**config.mk**
```make
export PLATFORM = sky130hd
export DESIGN_NAME = rv_memory
export DESIGN_NICKNAME = d
export VERILOG_FILES = /design/src/rtl/rv_memory_pkg.sv /design/src/rtl/rv_lsu_align.sv /design/src/rtl/rv_memory.sv
export SDC_FILE = /design/constraint.sdc
export NUM_CORES = 1
export LEC_CHECK = 0
export ABC_AREA = 0
export CORE_MARGIN = 2
export CORE_UTILIZATION = 45
export CTS_CLUSTER_DIAMETER = 100
export DETAILED_ROUTE_END_ITERATION = 10
export PLACE_DENSITY_LB_ADDON = 0.25
export SLEW_MARGIN = 5
export SYNTH_ARGS = -nofsm -noshare
export SYNTH_HDL_FRONTEND = slang
export SYNTH_SLANG_ARGS = --single-unit
export TNS_END_PERCENT = 50
```
**constraint.sdc**
```tcl
create_clock -name i_clk -period 4.8 [get_ports i_clk]
set_input_delay 0.96 -clock i_clk [delete_from_list [all_inputs] [get_ports i_clk]]
set_output_delay 0.96 -clock i_clk [all_outputs]
set_load 0.02 [all_outputs]
```
**src/rtl/rv_memory_pkg.sv**
```systemverilog
// Shared encodings for the memory stage: result select, access sizes,
// funct3 values, FSM states and the alignment rule used by both the
// stage register logic and the lane aligner.
package rv_memory_pkg;

    // Write-back result select
    localparam logic [1:0] RES_SRC_ALU = 2'b00;
    localparam logic [1:0] RES_SRC_MEM = 2'b01;
    localparam logic [1:0] RES_SRC_PC4 = 2'b10;

    // Access size lives in funct3[1:0]; funct3[2] selects zero-extension
    localparam logic [1:0] SIZE_B = 2'b00;
    localparam logic [1:0] SIZE_H = 2'b01;
    localparam logic [1:0] SIZE_W = 2'b10;

    localparam logic [2:0] F3_LB  = 3'b000;
    localparam logic [2:0] F3_LH  = 3'b001;
    localparam logic [2:0] F3_LW  = 3'b010;
    localparam logic [2:0] F3_LBU = 3'b100;
    localparam logic [2:0] F3_LHU = 3'b101;
    localparam logic [2:0] F3_SB  = 3'b000;
    localparam logic [2:0] F3_SH  = 3'b001;
    localparam logic [2:0] F3_SW  = 3'b010;

    typedef enum logic [1:0] {
        ST_IDLE = 2'd0,
        ST_REQ  = 2'd1,
        ST_DONE = 2'd2
    } state_t;

    // Halfword accesses need an even address, word accesses a word-aligned one
    function automatic logic is_misaligned(input logic [2:0] f3, input logic [1:0] off);
        case (f3[1:0])
            SIZE_H:  return off[0];
            SIZE_W:  return off != 2'b00;
            default: return 1'b0;
        endcase
    endfunction

endpackage

```
**src/rtl/rv_lsu_align.sv**
```systemverilog
// Combinational lane aligner: store byte enables and replicated store data,
// load byte/half extraction with sign or zero extension, and misalignment.
module rv_lsu_align
    import rv_memory_pkg::*;
(
    input  logic [2:0]  funct3,
    input  logic [1:0]  offset,
    input  logic [31:0] rs2,
    input  logic [31:0] rdata,
    output logic [3:0]  sel,
    output logic [31:0] wdata,
    output logic [31:0] load_data,
    output logic        misaligned
);

    logic [31:0] shifted;

    assign shifted    = rdata >> {offset, 3'b000};
    assign misaligned = is_misaligned(funct3, offset);

    // Size-dependent lane selection for stores and extraction for loads
    always_comb begin
        // NOTE: every output gets a default first so no path leaves a latch behind.
        sel       = 4'hF;
        wdata     = rs2;
        load_data = rdata;
        case (funct3[1:0])
            SIZE_B: begin
                sel       = 4'b0001 << offset;
                wdata     = {4{rs2[7:0]}};
                load_data = funct3[2] ? {24'b0, shifted[7:0]}
                                      : {{24{shifted[7]}}, shifted[7:0]};
            end
            SIZE_H: begin
                sel       = 4'b0011 << offset;
                wdata     = {2{rs2[15:0]}};
                load_data = funct3[2] ? {16'b0, shifted[15:0]}
                                      : {{16{shifted[15]}}, shifted[15:0]};
            end
            default: ;
        endcase
    end

endmodule

```
**src/rtl/rv_memory.sv**
```systemverilog
// Memory pipeline stage: registers the execute bundle, performs one load or
// store at a time on a request/ack bus, stalls upstream while the access is
// pending, and presents the write-back result.
module rv_memory
    import rv_memory_pkg::*;
#(
    parameter int TIMEOUT = 256
) (
    input  logic        i_clk,
    input  logic        i_reset,
    input  logic [31:0] i_alu_result,
    input  logic        i_reg_write,
    input  logic        i_mem_read,
    input  logic        i_mem_write,
    input  logic [4:0]  i_rd,
    input  logic [29:0] i_pc_p4,
    input  logic [1:0]  i_res_src,
    input  logic [2:0]  i_funct3,
    input  logic [31:0] i_rs2_val,
    output logic        o_stall,
    output logic        o_dbus_req,
    output logic        o_dbus_we,
    output logic [29:0] o_dbus_addr,
    output logic [3:0]  o_dbus_sel,
    output logic [31:0] o_dbus_wdata,
    input  logic        i_dbus_ack,
    input  logic [31:0] i_dbus_rdata,
    output logic        o_reg_write,
    output logic [4:0]  o_rd,
    output logic [31:0] o_result,
    output logic        o_misaligned,
    output logic        o_bus_err
);

    localparam int               CNT_W   = (TIMEOUT > 1) ? $clog2(TIMEOUT) : 1;
    localparam logic [CNT_W-1:0] CNT_MAX = CNT_W'(TIMEOUT - 1);

    state_t             state;
    logic [31:0]        r_alu_result;
    logic               r_reg_write;
    logic               r_mem_read;
    logic               r_mem_write;
    logic [4:0]         r_rd;
    logic [29:0]        r_pc_p4;
    logic [1:0]         r_res_src;
    logic [2:0]         r_funct3;
    logic [31:0]        r_rs2_val;
    logic [31:0]        r_rdata;
    logic [CNT_W-1:0]   r_cnt;
    logic               r_bus_err;

    logic               capture;
    logic               in_mem_op;
    logic               mem_op;
    logic [3:0]         st_sel;
    logic [31:0]        st_wdata;
    logic [31:0]        load_data;
    logic               lsu_misaligned;
    logic [31:0]        result;

    assign capture   = (state != ST_REQ);
    assign in_mem_op = i_mem_read | i_mem_write;
    assign mem_op    = r_mem_read | r_mem_write;

    rv_lsu_align u_align (
        .funct3     (r_funct3),
        .offset     (r_alu_result[1:0]),
        .rs2        (r_rs2_val),
        .rdata      (r_rdata),
        .sel        (st_sel),
        .wdata      (st_wdata),
        .load_data  (load_data),
        .misaligned (lsu_misaligned)
    );

    // Stage register capture plus the IDLE/REQ/DONE access sequencer
    always_ff @(posedge i_clk) begin
        // NOTE: sequential state uses non-blocking assignments so every register
        // samples the pre-edge values regardless of statement order.
        if (i_reset) begin
            state        <= ST_IDLE;
            r_alu_result <= '0;
            r_reg_write  <= 1'b0;
            r_mem_read   <= 1'b0;
            r_mem_write  <= 1'b0;
            r_rd         <= '0;
            r_pc_p4      <= '0;
            r_res_src    <= '0;
            r_funct3     <= '0;
            r_rs2_val    <= '0;
            r_rdata      <= '0;
            r_cnt        <= '0;
            r_bus_err    <= 1'b0;
        end else if (capture) begin
            r_alu_result <= i_alu_result;
            r_reg_write  <= i_reg_write;
            r_mem_read   <= i_mem_read;
            r_mem_write  <= i_mem_write;
            r_rd         <= i_rd;
            r_pc_p4      <= i_pc_p4;
            r_res_src    <= i_res_src;
            r_funct3     <= i_funct3;
            r_rs2_val    <= i_rs2_val;
            r_cnt        <= '0;
            r_bus_err    <= 1'b0;
            state        <= (in_mem_op && !is_misaligned(i_funct3, i_alu_result[1:0]))
                            ? ST_REQ : ST_IDLE;
        end else begin
            if (i_dbus_ack) begin
                r_rdata <= i_dbus_rdata;
                state   <= ST_DONE;
            end else if (TIMEOUT > 0 && r_cnt == CNT_MAX) begin
                r_bus_err <= 1'b1;
                state     <= ST_DONE;
            end else begin
                r_cnt <= r_cnt + 1'b1;
            end
        end
    end

    // Write-back value selection
    always_comb begin
        result = '0;
        case (r_res_src)
            RES_SRC_ALU: result = r_alu_result;
            RES_SRC_MEM: result = load_data;
            RES_SRC_PC4: result = {r_pc_p4, 2'b00};
            default:     result = '0;
        endcase
    end

    // Bus outputs are only driven while a request is outstanding
    assign o_stall      = (state == ST_REQ);
    assign o_dbus_req   = o_stall;
    assign o_dbus_we    = o_stall & r_mem_write;
    assign o_dbus_addr  = o_stall ? r_alu_result[31:2] : '0;
    assign o_dbus_sel   = o_stall ? (r_mem_write ? st_sel : 4'hF) : 4'h0;
    assign o_dbus_wdata = (o_stall && r_mem_write) ? st_wdata : '0;

    // A misaligned access never leaves IDLE, so its pulse lasts exactly one cycle
    assign o_misaligned = mem_op & lsu_misaligned & (state == ST_IDLE);
    assign o_bus_err    = (state == ST_DONE) & r_bus_err;
    assign o_reg_write  = r_reg_write & ~o_stall & ~o_misaligned & ~o_bus_err;
    assign o_rd         = r_rd;
    assign o_result     = result;

endmodule

```
==> impl_metrics.json, run 1 <==
{
  "fin_skew_ns": 0.00652,
  "p_comb_frac": 0.225,
  "hold_buffers": 0,
  "grt_max_degree": 120,
  "end_kind": "output port",
  "p_seq_frac": 0.418,
  "cts_buffers": 17,
  "grt.overflow.total": 0,
  "p_int_mw": 2.34,
  "finalSetupViolCount": 0,
  "place.gp.congestion": 0.898,
  "hp-class": "register to register",
  "syn_nets": 1156,
  "syn2layout_area_growth_pct": 42.6,
  "layout_setup_ws_ns": 0.351,
  "post_drt_wl_per_cell_um": 16.3,
  "synthArstFlopShare": 0,
  "status": "finished clean",
  "clockPowerShare": 0.358,
  "synth.top_cell.area_share": 0.416,
  "drive_above_1_share": 0.0476,
  "relSlewSlack": 0.231,
  "pwr_density_cell_nw_per_um2": 326,
  "ys.flop_type": "dfxtp_1",
  "syn_area_per_cell_um2": 7.16,
  "fin_total_pwr_mw": 3.36,
  "max_freq_ghz": 0.225,
  "drtIter0Drc": 640,
  "synth-edff-count": 0,
  "p_switching_mw": 1.02,
  "die-width_um": 131,
  "nets": 1353,
  "vias_per_cell": 5.33,
  "place_ws_ns": 0.852,
  "clk_path_buf_depth": 2,
  "fp.dieH_um": 131,
  "clkTransAtPathRegs_ns": 0.06,
  "drt_pass1_iterations": 5,
  "fin_crit_ns": 4.45,
  "grt_use_total": 0.272,
  "tightest_slew_ns": 1.15,
  "grt_pass1_vias": 7091,
  "dieArea_um2": 17100,
  "vias": 7641,
  "rows": 46,
  "wl_um": 23400,
  "cts_sinks": 150,
  "synthCells": 1008,
  "ys_top_cells_by_count": "nand2_1 (347), a21oi_1 (161), dfxtp_1 (150)",
  "dp_hpwl_um": 16400,
  "yosysTopAreaCell": "dfxtp_1",
  "grt_antenna_before_repair": 0,
  "num_io_pins": 251,
  "io_buffers": 250,
  "grt_pass1_wl_um": 36100,
  "n_antenna_cell": 0,
  "p_sw_frac": 0.303,
  "postCtsSetupRepairBufs": 0,
  "h-tree-depth": 4,
  "synth_seq_area_share": 0.416,
  "cts_resized": 0,
  "synth_area_um2": 7220,
  "cp.arrival_ns": 3.49,
  "timing.max_cap.violations": 0,
  "cp_data_required_time_ns": 3.84,
  "synth-seq-cells": 150,
  "synthDistinctLibCells": 44,
  "cts_tree": "yes",
  "setup.worst_path.class": "register to output port",
  "worst_setup_path_start_kind": "register",
  "rsz0062_at_grt": "no",
  "ys_top_cells_by_area": "dfxtp_1 (42%), nand2_1 (18%), a21oi_1 (11%)",
  "coreArea_um2": 15800,
  "setup_tns_ns": 0,
  "root_buffer": "clkbuf_16",
  "ant_nets": 0,
  "hold_violations": 0,
  "crit_fanout": 22,
  "ir_drop_v": 0.000318,
  "initial_core_util": 0.458,
  "timing.final.max_slew_violations": 0,
  "synth_warnings": 0,
  "p_leak_nw": 4.07,
  "drc_errors": 0,
  "clkLatencyLatePin_ns": 0.42,
  "yosysMostFrequentCell": "nand2_1",
  "post-route-period-util": 0.927
}
flip-flops by register name (all words and copies together), names as in the netlist:
signal,flops
r_funct3,3
state,2
r_rdata,32
o_rd,5
r_rs2_val,32
r_bus_err,1
r_pc_p4,30
r_cnt,8
r_res_src,2
r_reg_write,1
r_mem_write,1
r_alu_result,32
r_mem_read,1
kinds of logic after synthesis:
group	Yosys count	share of synthesized area
AND/OR/NAND/NOR	433	0.245
adder cells (fa/ha/maj)	6	0.0104
XOR/XNOR	4	0.00485
multiplexers	28	0.0406
flip-flops	150	0.416
buffers and inverters	128	0.0717
AO/OA/AOI/OAI	259	0.212
cell type report:
| cell class | count | area (µm²) |
|---|---|---|
| Clock buffer | 19 | 443 |
| Timing Repair Buffer | 263 | 2610 |
| Tap cell | 216 | 270 |
| Sequential cell | 150 | 3010 |
| Inverter | 43 | 164 |
| Fill cell | 1456 | 5480 |
| Clock inverter | 13 | 83.8 |
| Multi-Input combinational cell | 730 | 3720 |
routing by layer:
layer	track usage	share of wire
met1	0.354	0.44
met2	0.437	0.46
met3	0.0786	0.083
met4	0.0857	0.019
met5	0	0
power groups by stage:
stage	sequential, mW	combinational (mW)	clock, mW
after floorplan	1.40	0.434	0
after global placement	1.42	0.742	0
after CTS	1.40	0.755	1.22
final	1.40	0.754	1.20
after detailed placement	1.43	0.750	0
after global routing	1.41	0.822	1.28
path summary, 6_finish.rpt:
| path | from | endpoint | slack, ns | cells past startpoint |
|---|---|---|---|---|
| max | r_funct3[1] | o_result[1] | 0.35 | 7 |
| min | r_pc_p4[11] | r_pc_p4[11] | 0.45 | 2 |
| max reg2reg | state[1] | r_rdata[11] | 2.43 | 7 |
| min reg2reg | r_pc_p4[11] | r_pc_p4[11] | 0.45 | 2 |
cells in the final DEF (no fill, tap or decap), types with 2 or more instances in the layout:
cell	n
a21oi_1	161
dfxtp_2	2
dfxtp_1	148
o32ai_1	5
clkinv_4	2
nor2_1	33
a211oi_1	6
a2111oi_2	2
buf_4	13
clkinvlp_4	3
clkbuf_16	17
nand3_1	2
clkinv_2	7
and3_1	11
o22ai_1	13
a21o_1	3
o211ai_1	16
nand3b_1	3
ha_1	6
nor2b_1	17
clkdlybuf4s50_1	249
nand2b_1	8
nor3_1	2
a2bb2oi_1	7
inv_1	42
xnor2_1	4
o21ai_0	3
mux2i_1	27
o221ai_1	6
a31oi_1	30
nand2_1	347
critical path: stages, from the launching register on:
cell,delay (ns)
dfxtp_1,0.62
inv_1,0.17
ha_1,0.40
nor2_4,0.53
buf_4,0.36
o221ai_1,0.14
a21oi_1,0.17
clkdlybuf4s50_1,0.67
through the flow:
stage	hold slack, ns	util	instances	instance area, µm²
3_5_place_dp	0.443	0.619	1402	9770
5_1_grt	0.467	0.653	1434	10300
3_3_place_gp	0.437	0.619	1402	9770
6_report	0.450	0.653	1434	10300
4_1_cts	0.451	0.653	1434	10300
2_1_floorplan	0.432	-	1008	7220
(Power assumes the default switching activity.)
==> run 2, diff against run 1 <==
--- a/config.mk
+++ b/config.mk
@@ -7,9 +7,10 @@
 export LEC_CHECK = 0
 export ABC_AREA = 0
 export CORE_MARGIN = 2
-export CORE_UTILIZATION = 45
+export CORE_UTILIZATION = 41
 export CTS_CLUSTER_DIAMETER = 100
 export DETAILED_ROUTE_END_ITERATION = 10
+export MAX_ROUTING_LAYER = met4
 export PLACE_DENSITY_LB_ADDON = 0.25
 export SLEW_MARGIN = 5
 export SYNTH_ARGS = -nofsm -noshare
==> constraint.sdc (replaced) <==
create_clock -name i_clk -period 3.65 [get_ports i_clk]
set_input_delay 0.73 -clock i_clk [delete_from_list [all_inputs] [get_ports i_clk]]
set_output_delay 0.73 -clock i_clk [all_outputs]
set_load 0.02 [all_outputs]
==> run 2 against run 1 <==
Non-clock buffer count is 10 higher. Register-to-register slack worse by 0.94 ns. Flip-flop and latch count stayed put. Sequential share of layout area is 0.69 points lower. Via count is 0.46% lower. Largest cell class unchanged. Sequential power is 32% higher. Clock power is 57% higher. Core utilization is 4.1 points lower. Highest routed layer unchanged. Critical path depth stayed put. Count of clock-buffer cells in the layout is 2 higher. Power is 41% higher.
==> impl_metrics.json, run 2 (same netlist as run 1, synthesis figures left out) <==
{
  "place.gp.congestion": 0.890,
  "dp_hpwl_um": 16800,
  "coreArea_um2": 17200,
  "grt_max_degree": 92,
  "grt_antenna_before_repair": 0,
  "rr_endpoint": "r_rdata[22]",
  "num_io_pins": 251,
  "fp.dieH_um": 137,
  "worstPathBufferInverterCount": 2,
  "io_buffers": 250,
  "rsz0062_at_grt": "yes",
  "cp.arrival_ns": 2.81,
  "status": "finished clean",
  "mostFrequentLayoutCells": "nand2_1 (347), clkdlybuf4s50_1 (245), a21oi_1 (161)",
  "ant_nets": 0,
  "post-route-period-util": 0.971,
  "layout_commonest_cell": "nand2_1",
  "fin_crit_ns": 3.54,
  "crit_slowest_cell": "clkdlybuf4s50_1",
  "clkLatencyLatePin_ns": 0.42,
  "setup.worst_path.class": "register to output port",
  "relSlewSlack": 0.607,
  "pwr_density_cell_nw_per_um2": 450,
  "fin_skew_ns": 0.00907,
  "timing.final.max_slew_violations": 0,
  "rows": 48,
  "cts_tree": "yes",
  "path_cells": "inv_1 -> ha_2 -> nor2_4 -> nor2_1 -> nor2_1 -> o32ai_1 -> clkdlybuf4s50_1",
  "r2r-start": "state[0]",
  "holdPathEnd": "r_reg_write",
  "root_buffer": "clkbuf_16",
  "hold_ws_ns": 0.452,
  "end_kind": "output port",
  "crit_fanout": 10,
  "slowest_delay_ns": 0.70,
  "place_ws_ns": 0.484,
  "hold_buffers": 0,
  "post_drt_wl_per_cell_um": 16.6,
  "syn2layout_area_growth_pct": 46.0,
  "grt_pass1_wl_um": 36900,
  "tightest_slew_ns": 0.590,
  "min-delay-start": "r_reg_write",
  "cp_data_required_time_ns": 2.92,
  "rr_worst_depth": 8,
  "initial_core_util": 0.419,
  "fin_total_pwr_mw": 4.74,
  "worst_setup_path_start_kind": "register",
  "hp-class": "register to register",
  "setup_tns_ns": 0,
  "wl_um": 24200,
  "n_antenna_cell": 0,
  "rrSetupSlack_ns": 1.49,
  "drt_pass1_iterations": 5,
  "cts_sinks": 150,
  "dpl_cell_area_um2": 9850,
  "cts_buffers": 17,
  "fin_util": 0.612,
  "hold_violations": 0,
  "drive_above_1_share": 0.0578,
  "grt_use_total": 0.262,
  "grt_pass1_vias": 7034,
  "top_regs": "r_alu_result x32, r_rdata x32, r_rs2_val x32",
  "clk_path_buf_depth": 2,
  "timing.max_cap.violations": 0,
  "layout_setup_ws_ns": 0.106,
  "die-width_um": 137,
  "dieArea_um2": 18700,
  "ir_drop_v": 0.000376,
  "holdPathStages": 2,
  "nets": 1364,
  "max_freq_ghz": 0.282,
  "crit_family": "buffers and inverters",
  "finalSetupViolCount": 0,
  "vias": 7606,
  "h-tree-depth": 4,
  "post-place-cells": 1419,
  "p_leak_nw": 4.23,
  "fin_area_um2": 10500,
  "clkTransAtPathRegs_ns": 0.06,
  "nFillCells": 1566,
  "drc_errors": 0,
  "drtIter0Drc": 499,
  "final_cells": 1454,
  "vias_per_cell": 5.23,
  "cp_common_cell": "nor2_1",
  "grt.overflow.total": 0
}
-- run 2: cell count changes in the layout (fill, tap and decap cells not counted), sizes merged --
| cell | before | now |
|---|---|---|
| buf | 14 | 24 |
| clkinv | 9 | 4 |
| bufinv | 0 | 4 |
| clkdlybuf4s50 | 249 | 245 |
| dlymetal6s2s | 0 | 4 |
| clkbuf | 19 | 21 |
| clkinvlp | 3 | 1 |
| inv | 44 | 45 |
| o21ai | 4 | 5 |
-- run 2: report_power, final --
group | total [mW] | switching (mW) | internal (mW)
Combinational | 1.01 | 0.553 | 0.460
Clock | 1.88 | 0.710 | 1.17
Sequential | 1.85 | 0.0986 | 1.76
Total | 4.74 | 1.36 | 3.38
-- run 2: how the worst max path moves through the flow --
stage	from	endpoint	slack, ns	cells past startpoint
after floorplan	r_funct3[1]	o_result[6]	0.60	8
after global placement	r_funct3[1]	o_result[12]	0.50	8
after detailed placement	r_funct3[1]	o_result[3]	0.48	7
after CTS	r_funct3[1]	o_result[31]	0.001	7
after global routing	r_res_src[0]	o_result[18]	-0.05	5
final	r_funct3[1]	o_result[3]	0.11	7
-- run 2: area by class of cell --
cell class | count | area, µm² | share of cell area
timing repair buffer | 273 | 2710 | 0.257
clock buffer | 21 | 450 | 0.0427
tap | 225 | 282 | 0.0267
sequential | 150 | 3010 | 0.285
clock inverter | 11 | 173 | 0.0164
multi-input combinational | 731 | 3760 | 0.357
inverter | 43 | 164 | 0.0155
-- run 2: per-layer routing --
| layer | share of wire | GRT usage | wire [µm] | up-vias |
|---|---|---|---|---|
| li1 | - | - | - | 3784 |
| met1 | 0.45 | 0.346 | 11000 | 3532 |
| met2 | 0.45 | 0.397 | 11000 | 267 |
| met3 | 0.076 | 0.0726 | 1840 | 23 |
| met4 | 0.015 | 0.0654 | 351 | 0 |
| met5 | 0 | - | 0 | - |
-- run 2: timing repair --
item / 4_1_cts / 5_1_grt
endpoints found under the hold margin: 0 / 0
endpoints found under the setup margin: 0 / 26
buffers inserted: 0 / 2
resized for setup: 0 / 11
-- run 2: tightest hold or removal path: stages, from the launching register on --
cell and delay, ns:
dfxtp_1 0.31, nand2_1 0.05, a21oi_1 0.05
